===== config.mk =====
export PLATFORM = sky130hd
export DESIGN_NAME = fg_config_loader_flat
export DESIGN_NICKNAME = d
export VERILOG_FILES = /design/src/rtl/fg_config_loader_if.sv /design/src/rtl/fg_config_loader.sv /design/src/flat_wrapper.sv
export SDC_FILE = /design/constraint.sdc
export NUM_CORES = 1
export LEC_CHECK = 0
export ABC_AREA = 1
export CELL_PAD_IN_SITES_DETAIL_PLACEMENT = 1
export CELL_PAD_IN_SITES_GLOBAL_PLACEMENT = 2
export CORE_ASPECT_RATIO = 1.75
export CORE_MARGIN = 1.5
export CORE_UTILIZATION = 33
export DETAILED_ROUTE_END_ITERATION = 10
export PLACE_DENSITY = 0.75
export SLEW_MARGIN = 10
export SYNTH_ARGS = -nofsm -noshare
export SYNTH_HDL_FRONTEND = slang
export SYNTH_SLANG_ARGS = --single-unit

===== constraint.sdc =====
create_clock -name clk_i -period 5.5 [get_ports clk_i]
set_input_delay 0.55 -clock clk_i [delete_from_list [all_inputs] [get_ports clk_i]]
set_output_delay 0.55 -clock clk_i [all_outputs]
set_load 0.01 [all_outputs]

===== src/rtl/fg_config_loader_if.sv =====
// Byte-stream handshake between the serial front end and the configuration loader.
// The signal names are seen from the loader side: data_i and valid_i go in, and ready_o comes out.
interface fg_config_loader_if;
    logic [7:0] data_i;
    logic       valid_i;
    logic       ready_o;

    modport master (output data_i, output valid_i, input ready_o);
    modport slave  (input data_i, input valid_i, output ready_o);
endinterface


===== src/rtl/fg_config_loader.sv =====
// Framed byte loader: SYNC_BYTE, NBYTES payload bytes (MSB first), then an XOR checksum byte.
// Only a frame whose checksum matches is copied to cr_bus_o, so the generator never sees a partial update.
module fg_config_loader #(
    parameter int                             CONFIG_REG_BITWIDTH = 56,
    parameter logic [7:0]                     SYNC_BYTE           = 8'hA5,
    parameter int                             TIMEOUT_CYCLES      = 1024,
    parameter int                             TIMEOUT_BITWIDTH    = 11,
    parameter logic [CONFIG_REG_BITWIDTH-1:0] RESET_CONFIG        = '0
) (
    input  logic                           clk_i,
    input  logic                           rst_i,
    fg_config_loader_if.slave              s_if,
    input  logic                           clr_err_i,
    output logic [CONFIG_REG_BITWIDTH-1:0] cr_bus_o,
    output logic                           cr_update_o,
    output logic                           busy_o,
    output logic [1:0]                     err_o
);
    localparam int NBYTES = CONFIG_REG_BITWIDTH / 8;
    localparam int CNT_W  = $clog2(NBYTES + 1);

    typedef enum logic [1:0] {ST_IDLE, ST_PAYLOAD, ST_CHECK, ST_COMMIT} state_t;

    state_t                         r_state, w_state_next;
    logic [CONFIG_REG_BITWIDTH-1:0] r_shadow, r_cr_bus;
    logic [7:0]                     r_chk;
    logic [CNT_W-1:0]               r_count;
    logic [TIMEOUT_BITWIDTH-1:0]    r_tmo_cnt;
    logic [1:0]                     r_err, w_err_set;
    logic                           r_cr_update;
    logic                           w_ready, w_accept, w_tmo_hit;

    assign w_ready   = (r_state != ST_COMMIT);
    assign w_accept  = s_if.valid_i && w_ready;
    assign w_tmo_hit = (r_tmo_cnt == TIMEOUT_BITWIDTH'(TIMEOUT_CYCLES - 1));

    assign s_if.ready_o = w_ready;
    assign busy_o       = (r_state != ST_IDLE);
    assign cr_bus_o     = r_cr_bus;
    assign cr_update_o  = r_cr_update;
    assign err_o        = r_err;

    always_ff @(posedge clk_i or posedge rst_i) begin
        if (rst_i) r_state <= ST_IDLE;
        else       r_state <= w_state_next;
    end

    // NOTE: every signal assigned here gets a default first, so no path through the case infers a latch.
    always_comb begin
        w_state_next = r_state;
        w_err_set    = 2'b00;
        case (r_state)
            ST_IDLE: begin
                if (w_accept && s_if.data_i == SYNC_BYTE) w_state_next = ST_PAYLOAD;
            end
            ST_PAYLOAD: begin
                if (w_accept) begin
                    if (r_count == CNT_W'(NBYTES - 1)) w_state_next = ST_CHECK;
                end else if (w_tmo_hit) begin
                    w_state_next = ST_IDLE;
                    w_err_set[1] = 1'b1;
                end
            end
            ST_CHECK: begin
                if (w_accept) begin
                    if (s_if.data_i == r_chk) begin
                        w_state_next = ST_COMMIT;
                    end else begin
                        w_state_next = ST_IDLE;
                        w_err_set[0] = 1'b1;
                    end
                end else if (w_tmo_hit) begin
                    w_state_next = ST_IDLE;
                    w_err_set[1] = 1'b1;
                end
            end
            default: w_state_next = ST_IDLE;
        endcase
    end

    // NOTE: sequential state uses non-blocking assignments so every register samples pre-edge values.
    always_ff @(posedge clk_i or posedge rst_i) begin
        if (rst_i) begin
            r_shadow    <= '0;
            r_chk       <= '0;
            r_count     <= '0;
            r_tmo_cnt   <= '0;
            r_err       <= '0;
            r_cr_bus    <= RESET_CONFIG;
            r_cr_update <= 1'b0;
        end else begin
            r_cr_update <= (r_state == ST_COMMIT);
            if (r_state == ST_COMMIT) r_cr_bus <= r_shadow;

            // A new error sets its bit even when a clear is requested on the same edge.
            r_err <= (clr_err_i ? 2'b00 : r_err) | w_err_set;

            if ((r_state == ST_PAYLOAD || r_state == ST_CHECK) && !w_accept && !w_tmo_hit)
                r_tmo_cnt <= r_tmo_cnt + TIMEOUT_BITWIDTH'(1);
            else
                r_tmo_cnt <= '0;

            if (r_state == ST_IDLE && w_accept && s_if.data_i == SYNC_BYTE) begin
                r_shadow <= '0;
                r_chk    <= '0;
                r_count  <= '0;
            end else if (r_state == ST_PAYLOAD && w_accept) begin
                r_shadow <= {r_shadow[CONFIG_REG_BITWIDTH-9:0], s_if.data_i};
                r_chk    <= r_chk ^ s_if.data_i;
                r_count  <= r_count + CNT_W'(1);
            end
        end
    end
endmodule


===== src/flat_wrapper.sv =====
// flat-port wrapper written by rule: the top's interface ports become plain ports
module fg_config_loader_flat 
#(
    parameter int                             CONFIG_REG_BITWIDTH = 56,
    parameter logic [7:0]                     SYNC_BYTE           = 8'hA5,
    parameter int                             TIMEOUT_CYCLES      = 1024,
    parameter int                             TIMEOUT_BITWIDTH    = 11,
    parameter logic [CONFIG_REG_BITWIDTH-1:0] RESET_CONFIG        = '0
)
  (clk_i, rst_i, clr_err_i, cr_bus_o, cr_update_o, busy_o, err_o, s_if_data_i, s_if_valid_i, s_if_ready_o);
  fg_config_loader_if s_if_i ();
  input  logic clk_i;
  input  logic rst_i;
  input  logic clr_err_i;
  output logic [CONFIG_REG_BITWIDTH-1:0] cr_bus_o;
  output logic cr_update_o;
  output logic busy_o;
  output logic [1:0] err_o;
  input wire logic [$bits(s_if_i.data_i)-1:0] s_if_data_i;
  input wire logic [$bits(s_if_i.valid_i)-1:0] s_if_valid_i;
  output wire logic [$bits(s_if_i.ready_o)-1:0] s_if_ready_o;
  assign s_if_i.data_i = s_if_data_i;
  assign s_if_i.valid_i = s_if_valid_i;
  assign s_if_ready_o = s_if_i.ready_o;
  fg_config_loader #(.CONFIG_REG_BITWIDTH(CONFIG_REG_BITWIDTH), .SYNC_BYTE(SYNC_BYTE), .TIMEOUT_CYCLES(TIMEOUT_CYCLES), .TIMEOUT_BITWIDTH(TIMEOUT_BITWIDTH), .RESET_CONFIG(RESET_CONFIG)) u_core (.clk_i(clk_i), .rst_i(rst_i), .s_if(s_if_i), .clr_err_i(clr_err_i), .cr_bus_o(cr_bus_o), .cr_update_o(cr_update_o), .busy_o(busy_o), .err_o(err_o));
endmodule

==> flow_metrics.py, run 1 <==
metrics = {
    "outcome": {
        "run_status": "completed",
    },
    "drt": {
        "detailroute.via_count": 4620,
        "initialDrtViolationCount": 161,
        "number_of_iterations_in_the_first_detailed_routing_pass": 4,
        "routed_via_density": 4.51,
        "route.final.wire_length_mm": 14.6,
        "wl_per_cell_um": 14.3,
        "drc": 0,
        "ant_nets_after_route": 0,
    },
    "logic_synthesis": {
        "synth_fp_nets": 734,
        "synth_seq_area_share_pct": 57.9,
        "synth-warning-count": 0,
        "synth_cell_types": 26,
        "synth.top_cell.area_share_pct": 57.9,
        "synth_area_per_cell_sq_um": 8.40,
        "synth_seq_cells": 139,
        "post-synth-top-area-cell": "sky130_fd_sc_hd__dfrtp_1",
        "post_synth_main_area_contributors": "sky130_fd_sc_hd__dfrtp_1 (58%), sky130_fd_sc_hd__nand2_1 (15%), sky130_fd_sc_hd__o21ai_0 (8.1%), sky130_fd_sc_hd__inv_1 (8.0%), sky130_fd_sc_hd__nor2_1 (1.6%)",
        "synth_cells": 715,
        "post_synth_instance_area_sq_um": 6000,
    },
    "sta": {
        "hold_viol_final": 0,
        "drv_slew": 0,
        "max_fclk_ghz": 0.289,
        "finalCritPeriodShare_pct": 62.9,
        "final_count_of_negative_setup_slack_endpoints": 0,
        "worst_pin_slew_ns": 1.00,
        "worst_clock_skew_ns": 0.0135,
        "fin_setup_tns_ns": 0,
        "max_slew_margin_pct": 33.0,
        "rsz0062_at_grt": "no",
        "time_the_worst_path_needs_with_i_o_delays_and_setup_ns": 3.46,
        "fin_worst_hold_slack_ns": 0.469,
        "setup_slack_ns": 2.04,
    },
    "power": {
        "total_power_mw": 4.29,
        "power.density_cell_area_nw_per_um2": 571,
        "vdd_drop_max_mv": 0.183,
        "p_leak_nw": 3.86,
    },
    "floorplanning": {
        "placeableCoreArea_sq_um": 17900,
        "fp.dieH_um": 181,
        "initial_utilization_pct": 33.6,
        "fp.dieW_um": 105,
        "num_rows": 65,
        "dieArea_sq_um": 19000,
        "pin_count": 73,
    },
    "global_routing": {
        "wire_length_of_the_first_global_routing_pass_mm": 24.8,
        "maximum_number_of_pins_on_one_net_before_global_route_repair": 112,
        "vias_in_the_first_global_route": 4939,
        "number_of_antenna_violations_at_the_first_check_in_global_routing": 0,
        "overflow": 0,
        "grt_util_all_layers_pct": 16.5,
    },
    "clock_network": {
        "numClockSinks": 139,
        "cts-htree-levels": 4,
        "clk_pin_slew_ns": 0.06,
        "cts_setup_buffers": 0,
        "clk_latency_ns": 0.42,
        "cts-hold-fix-buffers": 0,
        "cts.repair.resized": 0,
        "clk_path_buf_depth": 2,
        "cts_made_buffers": 17,
        "clockRootBuffer": "sky130_fd_sc_hd__clkbuf_16",
        "tritoncts": "yes",
    },
    "setup_path": {
        "worst_reg2reg_path_depth": 9,
        "timing.critical_path.fanout_max": 101,
        "crit_path_end_kind": "output pin",
        "kind_of_start_point_of_the_critical_path": "flop",
        "setup.worst_path.class": "flop to output pin",
        "arrival_time_at_the_worst_endpoint_ns": 2.91,
        "cp_required_ns": 4.95,
    },
    "place": {
        "portBuffers": 72,
        "placed_cells_incl_taps": 994,
        "dp_slack_ns": 2.40,
        "placed_area_sq_um": 6910,
        "hpwl_mm": 9.87,
        "place_congestion": 0.720,
    },
    "finish": {
        "post-route-cell-area_sq_um": 7510,
        "area_growth_syn_to_fin_pct": 25.1,
        "drive_above_1_share_pct": 5.18,
        "finalCoreUtilization_pct": 42.0,
        "n_antenna_cell": 0,
        "finish.net_count": 798,
        "post_layout_nonfiller_instances": 1025,
    },
    "worst_hold_path": {
        "hold_path.class": "flop to flop",
        "hold_path_depth": 2,
    },
    "job": {
        "max-cap-violations": 0,
    },
}
==> worst paths after layout <==
path                                startpoint                   to  slack (ns)
max in group asynchronous                rst_i   u_core.cr_bus_o[5]        3.73
setup / recovery             u_core.r_state[0]         s_if_ready_o        2.04
setup reg to reg             u_core.r_state[0]   u_core.r_shadow[1]        2.51
hold / removal             u_core.cr_bus_o[11]  u_core.cr_bus_o[11]        0.47
hold reg to reg            u_core.cr_bus_o[11]  u_core.cr_bus_o[11]        0.47
min in group asynchronous                rst_i  u_core.cr_bus_o[45]        0.74
==> cells in the mapped netlist (all sizes together) <==
cell type,n
nand2,238
dfrtp,139
inv,130
o21ai,104
nor2,26
buf,17
clkbuf,13
nand3,11
xnor2,10
ha,7
a21oi,6
nor3,4
a211oi,2
nand4,2
o22ai,2
xor2,2
a31o,1
a31oi,1
==> layout by cell type (no fill, tap or decap), types with 4 or more instances in the layout <==
cell	instances
sky130_fd_sc_hd__clkdlybuf4s50_1	72
sky130_fd_sc_hd__dfrtp_1	139
sky130_fd_sc_hd__nand3_1	9
sky130_fd_sc_hd__nand2_1	237
sky130_fd_sc_hd__nor3_1	4
sky130_fd_sc_hd__xnor2_1	10
sky130_fd_sc_hd__ha_1	7
sky130_fd_sc_hd__o21ai_1	7
sky130_fd_sc_hd__a21oi_1	6
sky130_fd_sc_hd__nor2_1	25
sky130_fd_sc_hd__inv_1	127
sky130_fd_sc_hd__o21ai_0	97
sky130_fd_sc_hd__clkbuf_16	17
==> critical path, cell delays in order (launching register included) <==
cell	delay (ns)
sky130_fd_sc_hd__dfrtp_1	0.42
sky130_fd_sc_hd__ha_1	0.46
sky130_fd_sc_hd__inv_2	0.17
sky130_fd_sc_hd__buf_4	0.70
sky130_fd_sc_hd__clkdlybuf4s50_1	0.69
==> layer usage <==
metal  up-vias  global-route usage [%]  wire length, um
met5         -                       0                0
met4         0                    4.93              189
met3        13                    3.27              311
met2        59                    31.7             8180
met1      2263                    18.1             5960
li1       2285                       -                -
==> power by group <==
part           internal (mW)  switching, mW
sequential              1.43          0.244
clock                  0.733          0.430
combinational          0.638          0.813
total                   2.80           1.49
==> flip-flops by register name (all words and copies together), names as in the netlist <==
| name | count |
|---|---|
| u_core.r_tmo_cnt | 11 |
| u_core.r_shadow | 56 |
| u_core.cr_bus_o | 56 |
| u_core.err_o | 2 |
| u_core.cr_update_o | 1 |
| u_core.r_state | 2 |
| u_core.r_count | 3 |
| u_core.r_chk | 8 |
==> final cells by class <==
| type | count | area [sq um] |
|---|---|---|
| fillers | 2155 | 10400 |
| flip-flops and latches | 139 | 3480 |
| multi-input cells | 416 | 1900 |
| repair buffers | 75 | 743 |
| inverters | 130 | 495 |
| clock buffers | 20 | 457 |
| well taps | 234 | 293 |
| clock inverters | 11 | 145 |
==> kinds of logic after synthesis <==
kind of cell,count (synthesis),synth area share (%)
compound gates,116,9.88
xor+xnor,12,1.75
fa+ha+maj,7,1.46
buf+inv,160,10.4
flops,139,57.9
simple gates,281,18.5
(Power assumes the default switching activity.)
==> run 2, diff against run 1 <==
--- a/config.mk
+++ b/config.mk
@@ -10,9 +10,9 @@
 export CELL_PAD_IN_SITES_GLOBAL_PLACEMENT = 2
 export CORE_ASPECT_RATIO = 1.75
 export CORE_MARGIN = 1.5
-export CORE_UTILIZATION = 33
+export CORE_UTILIZATION = 30
 export DETAILED_ROUTE_END_ITERATION = 10
-export PLACE_DENSITY = 0.75
+export PLACE_DENSITY = 0.71
 export SLEW_MARGIN = 10
 export SYNTH_ARGS = -nofsm -noshare
 export SYNTH_HDL_FRONTEND = slang
==> constraint.sdc (replaced) <==
create_clock -name clk_i -period 3 [get_ports clk_i]
set_input_delay 0.3 -clock clk_i [delete_from_list [all_inputs] [get_ports clk_i]]
set_output_delay 0.3 -clock clk_i [all_outputs]
set_load 0.01 [all_outputs]
==> flow_metrics.py, run 2 (synthesis results as in run 1) <==
metrics = {
    "outcome": {
        "run_status": "completed",
    },
    "global_routing": {
        "maximum_number_of_pins_on_one_net_before_global_route_repair": 101,
        "vias_in_the_first_global_route": 5177,
        "number_of_antenna_violations_at_the_first_check_in_global_routing": 0,
        "overflow": 0,
        "grt_util_all_layers_pct": 16.4,
        "wire_length_of_the_first_global_routing_pass_mm": 25.9,
    },
    "sta": {
        "hold_viol_final": 0,
        "fin_setup_tns_ns": 0,
        "worst_pin_slew_ns": 0.878,
        "time_the_worst_path_needs_with_i_o_delays_and_setup_ns": 2.50,
        "max_fclk_ghz": 0.401,
        "drv_slew": 0,
        "rsz0062_at_grt": "no",
        "worst_clock_skew_ns": 0.00827,
        "max_slew_margin_pct": 41.5,
        "final_count_of_negative_setup_slack_endpoints": 0,
        "finalCritPeriodShare_pct": 83.2,
    },
    "drt": {
        "initialDrtViolationCount": 166,
        "detailroute.via_count": 4648,
        "route.final.wire_length_mm": 15.3,
        "wl_per_cell_um": 14.8,
        "ant_nets_after_route": 0,
        "number_of_iterations_in_the_first_detailed_routing_pass": 4,
        "drc": 0,
        "routed_via_density": 4.47,
    },
    "finish": {
        "sequential_cell_area_sq_um": 3480,
        "area_taken_by_multi_input_logic_gates_sq_um": 1900,
        "fillerInstances": 2313,
        "area_growth_syn_to_fin_pct": 26.3,
        "layout_commonest_cell": "sky130_fd_sc_hd__nand2_1",
        "post-route-cell-area_sq_um": 7580,
        "finish.net_count": 801,
        "n_antenna_cell": 0,
        "post_layout_nonfiller_instances": 1040,
        "layout.cells.most_common_list": "sky130_fd_sc_hd__nand2_1 (237), sky130_fd_sc_hd__dfrtp_1 (139), sky130_fd_sc_hd__inv_1 (127), sky130_fd_sc_hd__o21ai_0 (97), sky130_fd_sc_hd__clkdlybuf4s50_1 (72)",
        "drive_above_1_share_pct": 5.53,
    },
    "clock_network": {
        "numClockSinks": 139,
        "tritoncts": "yes",
        "cts.repair.resized": 0,
        "clockRootBuffer": "sky130_fd_sc_hd__clkbuf_16",
        "clk_pin_slew_ns": 0.06,
        "cts_made_buffers": 17,
        "cts-hold-fix-buffers": 0,
        "clk_latency_ns": 0.42,
        "cts-htree-levels": 4,
        "clk_path_buf_depth": 2,
        "cts_setup_buffers": 0,
    },
    "setup_path": {
        "cp_cell_sequence": "ha_1, inv_2, nand2_4, nor2_1, nand3_2, buf_4, nand3_1, inv_1",
        "cp_required_ns": 3.36,
        "kind_of_start_point_of_the_critical_path": "flop",
        "setup.worst_path.class": "flop to flop",
        "r2r_slack_ns": 0.50,
        "slowest_stage": "sky130_fd_sc_hd__ha_1",
        "slowest_delay_ns": 0.62,
        "worst_reg2reg_path_depth": 8,
        "crit_path_end_kind": "flop",
        "timing.critical_path.fanout_max": 54,
        "arrival_time_at_the_worst_endpoint_ns": 2.85,
    },
    "power": {
        "p_leak_nw": 3.88,
        "power.density_cell_area_nw_per_um2": 1040,
        "vdd_drop_max_mv": 0.325,
    },
    "place": {
        "portBuffers": 72,
        "hpwl_mm": 10.6,
        "placed_area_sq_um": 6980,
        "placed_cells_incl_taps": 1008,
        "place_congestion": 0.735,
    },
    "worst_hold_path": {
        "hold_path.class": "primary input to asynchronous set/reset pin",
    },
    "floorplanning": {
        "fp.dieW_um": 110,
        "pin_count": 73,
        "placeableCoreArea_sq_um": 19700,
        "dieArea_sq_um": 20900,
        "num_rows": 68,
        "initial_utilization_pct": 30.5,
        "fp.dieH_um": 190,
    },
    "job": {
        "max-cap-violations": 0,
    },
}
-- run 2: cell types whose count changed in the layout (fill, tap and decap cells not counted) --
cell	delta
sky130_fd_sc_hd__clkbuf_1	+1
sky130_fd_sc_hd__clkinvlp_4	+2
sky130_fd_sc_hd__buf_12	+3
sky130_fd_sc_hd__clkinv_4	-1
sky130_fd_sc_hd__inv_6	-1
-- run 2: worst max-delay path, delay by kind of cell (launching register included) --
kind | cells | cell delay, ns
adders and majority gates | 1 | 0.62
DFF | 1 | 0.42
and+or+nand+nor | 4 | 0.59
buffers and inverters | 3 | 0.77
-- run 2: power by group --
group | total (mW) | internal [mW] | switching, mW
combinational | 2.69 | 1.19 | 1.51
sequential | 3.07 | 2.62 | 0.451
clock | 2.15 | 1.35 | 0.803
total | 7.92 | 5.16 | 2.76
-- run 2: routing by layer --
metal  global-route usage, %  vias to the layer above  part of all wire (%)
met2                    30.0                       54                    56
met4                    6.04                        0                   2.1
met3                    3.43                       15                   2.5
met5                       0                        -                     0
li1                        -                     2286                     -
met1                    18.0                     2293                    40
-- run 2: cell type report --
type | instances | area share [%]
inverter | 130 | 6.52
timing repair buffer | 78 | 10.6
tap | 245 | 4.04
clock inverter | 11 | 1.90
clock buffer | 21 | 6.07
sequential | 139 | 45.9
multi-input combinational | 416 | 25.0
-- run 2: final timing paths --
path	from	endpoint
setup / recovery	u_core.r_state[1]	u_core.r_count[0]
hold / removal	rst_i	u_core.cr_bus_o[23]
setup reg to reg	u_core.r_state[1]	u_core.r_count[0]
hold reg to reg	u_core.cr_bus_o[48]	u_core.cr_bus_o[48]
max in group asynchronous	rst_i	u_core.cr_bus_o[43]
min in group clk_i	u_core.cr_bus_o[48]	u_core.cr_bus_o[48]
-- run 2: through the flow --
step / setup WS (ns) / total power [mW] / hold WS (ns) / util, %
floorplan: 0.965 / 4.59 / 0.399 / -
CTS: 0.476 / 8.08 / 0.309 / 38.6
global placement: 0.659 / 5.73 / 0.454 / 35.5
finish: 0.504 / 7.92 / 0.305 / 38.6
detailed placement: 0.511 / 5.86 / 0.466 / 35.5
global route: 0.232 / 8.58 / 0.341 / 38.6
==> run 3, diff against run 2 <==
--- a/config.mk
+++ b/config.mk
@@ -10,9 +10,9 @@
 export CELL_PAD_IN_SITES_GLOBAL_PLACEMENT = 2
 export CORE_ASPECT_RATIO = 1.75
 export CORE_MARGIN = 1.5
-export CORE_UTILIZATION = 30
+export CORE_UTILIZATION = 33
 export DETAILED_ROUTE_END_ITERATION = 10
-export PLACE_DENSITY = 0.71
+export PLACE_DENSITY = 0.75
 export SLEW_MARGIN = 10
 export SYNTH_ARGS = -nofsm -noshare
 export SYNTH_HDL_FRONTEND = slang
==> constraint.sdc (replaced) <==
create_clock -name clk_i -period 2.55 [get_ports clk_i]
set_input_delay 0.255 -clock clk_i [delete_from_list [all_inputs] [get_ports clk_i]]
set_output_delay 0.255 -clock clk_i [all_outputs]
set_load 0.01 [all_outputs]
==> flow_metrics.py, run 3 (synthesis results as in run 1) <==
metrics = {
    "global_routing": {
        "overflow": 0,
        "vias_in_the_first_global_route": 5155,
        "number_of_antenna_violations_at_the_first_check_in_global_routing": 0,
        "grt_util_all_layers_pct": 17.4,
        "maximum_number_of_pins_on_one_net_before_global_route_repair": 82,
        "wire_length_of_the_first_global_routing_pass_mm": 25.8,
    },
    "floorplanning": {
        "placeableCoreArea_sq_um": 17900,
        "dieArea_sq_um": 19000,
        "num_rows": 65,
        "fp.dieH_um": 181,
        "fp.dieW_um": 105,
        "pin_count": 73,
        "initial_utilization_pct": 33.6,
    },
    "finish": {
        "n_antenna_cell": 0,
        "post_layout_nonfiller_instances": 1034,
        "layout.cells.most_common_list": "sky130_fd_sc_hd__nand2_1 (237), sky130_fd_sc_hd__dfrtp_1 (139), sky130_fd_sc_hd__inv_1 (127), sky130_fd_sc_hd__o21ai_0 (97), sky130_fd_sc_hd__clkdlybuf4s50_1 (72)",
        "area_growth_syn_to_fin_pct": 27.7,
        "fillerInstances": 2147,
        "sequential_cell_area_sq_um": 3480,
        "drive_above_1_share_pct": 6.38,
        "area_taken_by_multi_input_logic_gates_sq_um": 1900,
        "finish.net_count": 807,
        "post-route-cell-area_sq_um": 7670,
        "layout_commonest_cell": "sky130_fd_sc_hd__nand2_1",
    },
    "clock_network": {
        "clk_latency_ns": 0.42,
        "cts-hold-fix-buffers": 0,
        "cts-htree-levels": 4,
        "cts_setup_buffers": 0,
        "cts_made_buffers": 17,
        "cts.repair.resized": 0,
        "tritoncts": "yes",
        "clockRootBuffer": "sky130_fd_sc_hd__clkbuf_16",
        "clk_pin_slew_ns": 0.06,
        "clk_path_buf_depth": 2,
        "numClockSinks": 139,
    },
    "setup_path": {
        "timing.critical_path.fanout_max": 5,
        "kind_of_start_point_of_the_critical_path": "flop",
        "slowest_delay_ns": 0.55,
        "setup.worst_path.class": "flop to output pin",
        "cp_required_ns": 2.30,
        "crit_path_end_kind": "output pin",
        "crit_path_end": "busy_o",
        "critical_path.reg2reg.startpoint": "u_core.r_state[0]",
        "arrival_time_at_the_worst_endpoint_ns": 1.91,
        "r2r_slack_ns": 0.56,
        "timing.critical_path.max_delay_family": "buffers and inverters",
        "slowest_stage": "sky130_fd_sc_hd__clkdlybuf4s50_1",
        "path_common_cell": "sky130_fd_sc_hd__inv_1",
        "r2r-end": "u_core.r_shadow[4]",
        "critical_path_buf_inv_count": 3,
        "path_depth": 4,
        "crit_start": "u_core.r_state[0]",
        "worst_reg2reg_path_depth": 9,
        "cp_cell_sequence": "inv_1, ha_1, inv_1, clkdlybuf4s50_1",
    },
    "power": {
        "total_power_mw": 9.57,
        "p_leak_nw": 3.94,
        "vdd_drop_max_mv": 0.508,
        "power.density_cell_area_nw_per_um2": 1250,
    },
    "drt": {
        "initialDrtViolationCount": 223,
        "route.final.wire_length_mm": 15.3,
        "ant_nets_after_route": 0,
        "routed_via_density": 4.54,
        "wl_per_cell_um": 14.8,
        "detailroute.via_count": 4696,
        "drc": 0,
        "number_of_iterations_in_the_first_detailed_routing_pass": 4,
    },
    "sta": {
        "fin_setup_tns_ns": 0,
        "finalCritPeriodShare_pct": 85.1,
        "fin_worst_hold_slack_ns": 0.294,
        "worst_pin_slew_ns": 0.666,
        "rsz0062_at_grt": "no",
        "hold_viol_final": 0,
        "final_count_of_negative_setup_slack_endpoints": 0,
        "max_fclk_ghz": 0.461,
        "max_slew_margin_pct": 55.5,
        "worst_clock_skew_ns": 0.0101,
        "time_the_worst_path_needs_with_i_o_delays_and_setup_ns": 2.17,
        "drv_slew": 0,
    },
    "place": {
        "portBuffers": 72,
        "placed_area_sq_um": 7000,
        "placed_cells_incl_taps": 1003,
        "hpwl_mm": 10.6,
        "place_congestion": 0.731,
    },
    "outcome": {
        "run_status": "completed",
    },
    "worst_hold_path": {
        "hold_path.class": "primary input to asynchronous set/reset pin",
    },
    "job": {
        "max-cap-violations": 0,
    },
}
## run 3: report_power, final
group	leakage [nW]	internal [mW]	switching, mW
logic	1.81	1.41	1.79
clock network	0.321	1.84	0.929
registers	1.81	3.09	0.522
total	3.94	6.33	3.24
## run 3: worst min path at each step
stage                                   start             endpoint  slack (ns)  cells after the start
final                                   rst_i  u_core.r_shadow[19]        0.29                      2
after global routing                    rst_i  u_core.r_shadow[32]        0.35                      2
after global placement     u_core.cr_bus_o[9]   u_core.cr_bus_o[9]        0.46                      2
after CTS                               rst_i  u_core.r_shadow[19]        0.31                      2
after detailed placement  u_core.r_shadow[49]  u_core.cr_bus_o[49]        0.46                      2
after floorplan                     clr_err_i      u_core.err_o[0]        0.35                      1
## run 3: area by class of cell
cell class,instances,share of cell area [%]
Sequential cell,139,45.4
Multi-Input combinational cell,416,24.8
Timing Repair Buffer,84,10.9
Inverter,130,6.45
Clock buffer,21,6.27
Tap cell,234,3.82
Clock inverter,10,2.45
## run 3: per-stage QoR
step / utilization, % / setup WS [ns]
after floorplan: - / 0.560
after global placement: 39.1 / 0.529
after detailed placement: 39.1 / 0.519
after CTS: 42.9 / 0.357
after global routing: 42.9 / 0.266
final: 42.9 / 0.381
## run 3: per-layer routing
| metal | up-vias | global-route usage (%) | wire length (um) | part of all wire, % |
|---|---|---|---|---|
| met5 | - | 0 | 0 | 0 |
| li1 | 2306 | - | - | - |
| met1 | 2312 | 19.2 | 6100 | 40 |
| met4 | 0 | 6.52 | 312 | 2.0 |
| met2 | 57 | 32.6 | 8560 | 56 |
| met3 | 21 | 3.12 | 307 | 2.0 |
## run 3: worst reg2reg max path: cells and delay by family, from the launching register on
| kind | cells | cell delay (ns) |
|---|---|---|
| buffers and inverters | 3 | 0.41 |
| flip-flops | 1 | 0.44 |
| adder cells (fa/ha/maj) | 1 | 0.25 |
| AND/OR/NAND/NOR | 4 | 0.66 |
| AO/OA/AOI/OAI | 1 | 0.12 |
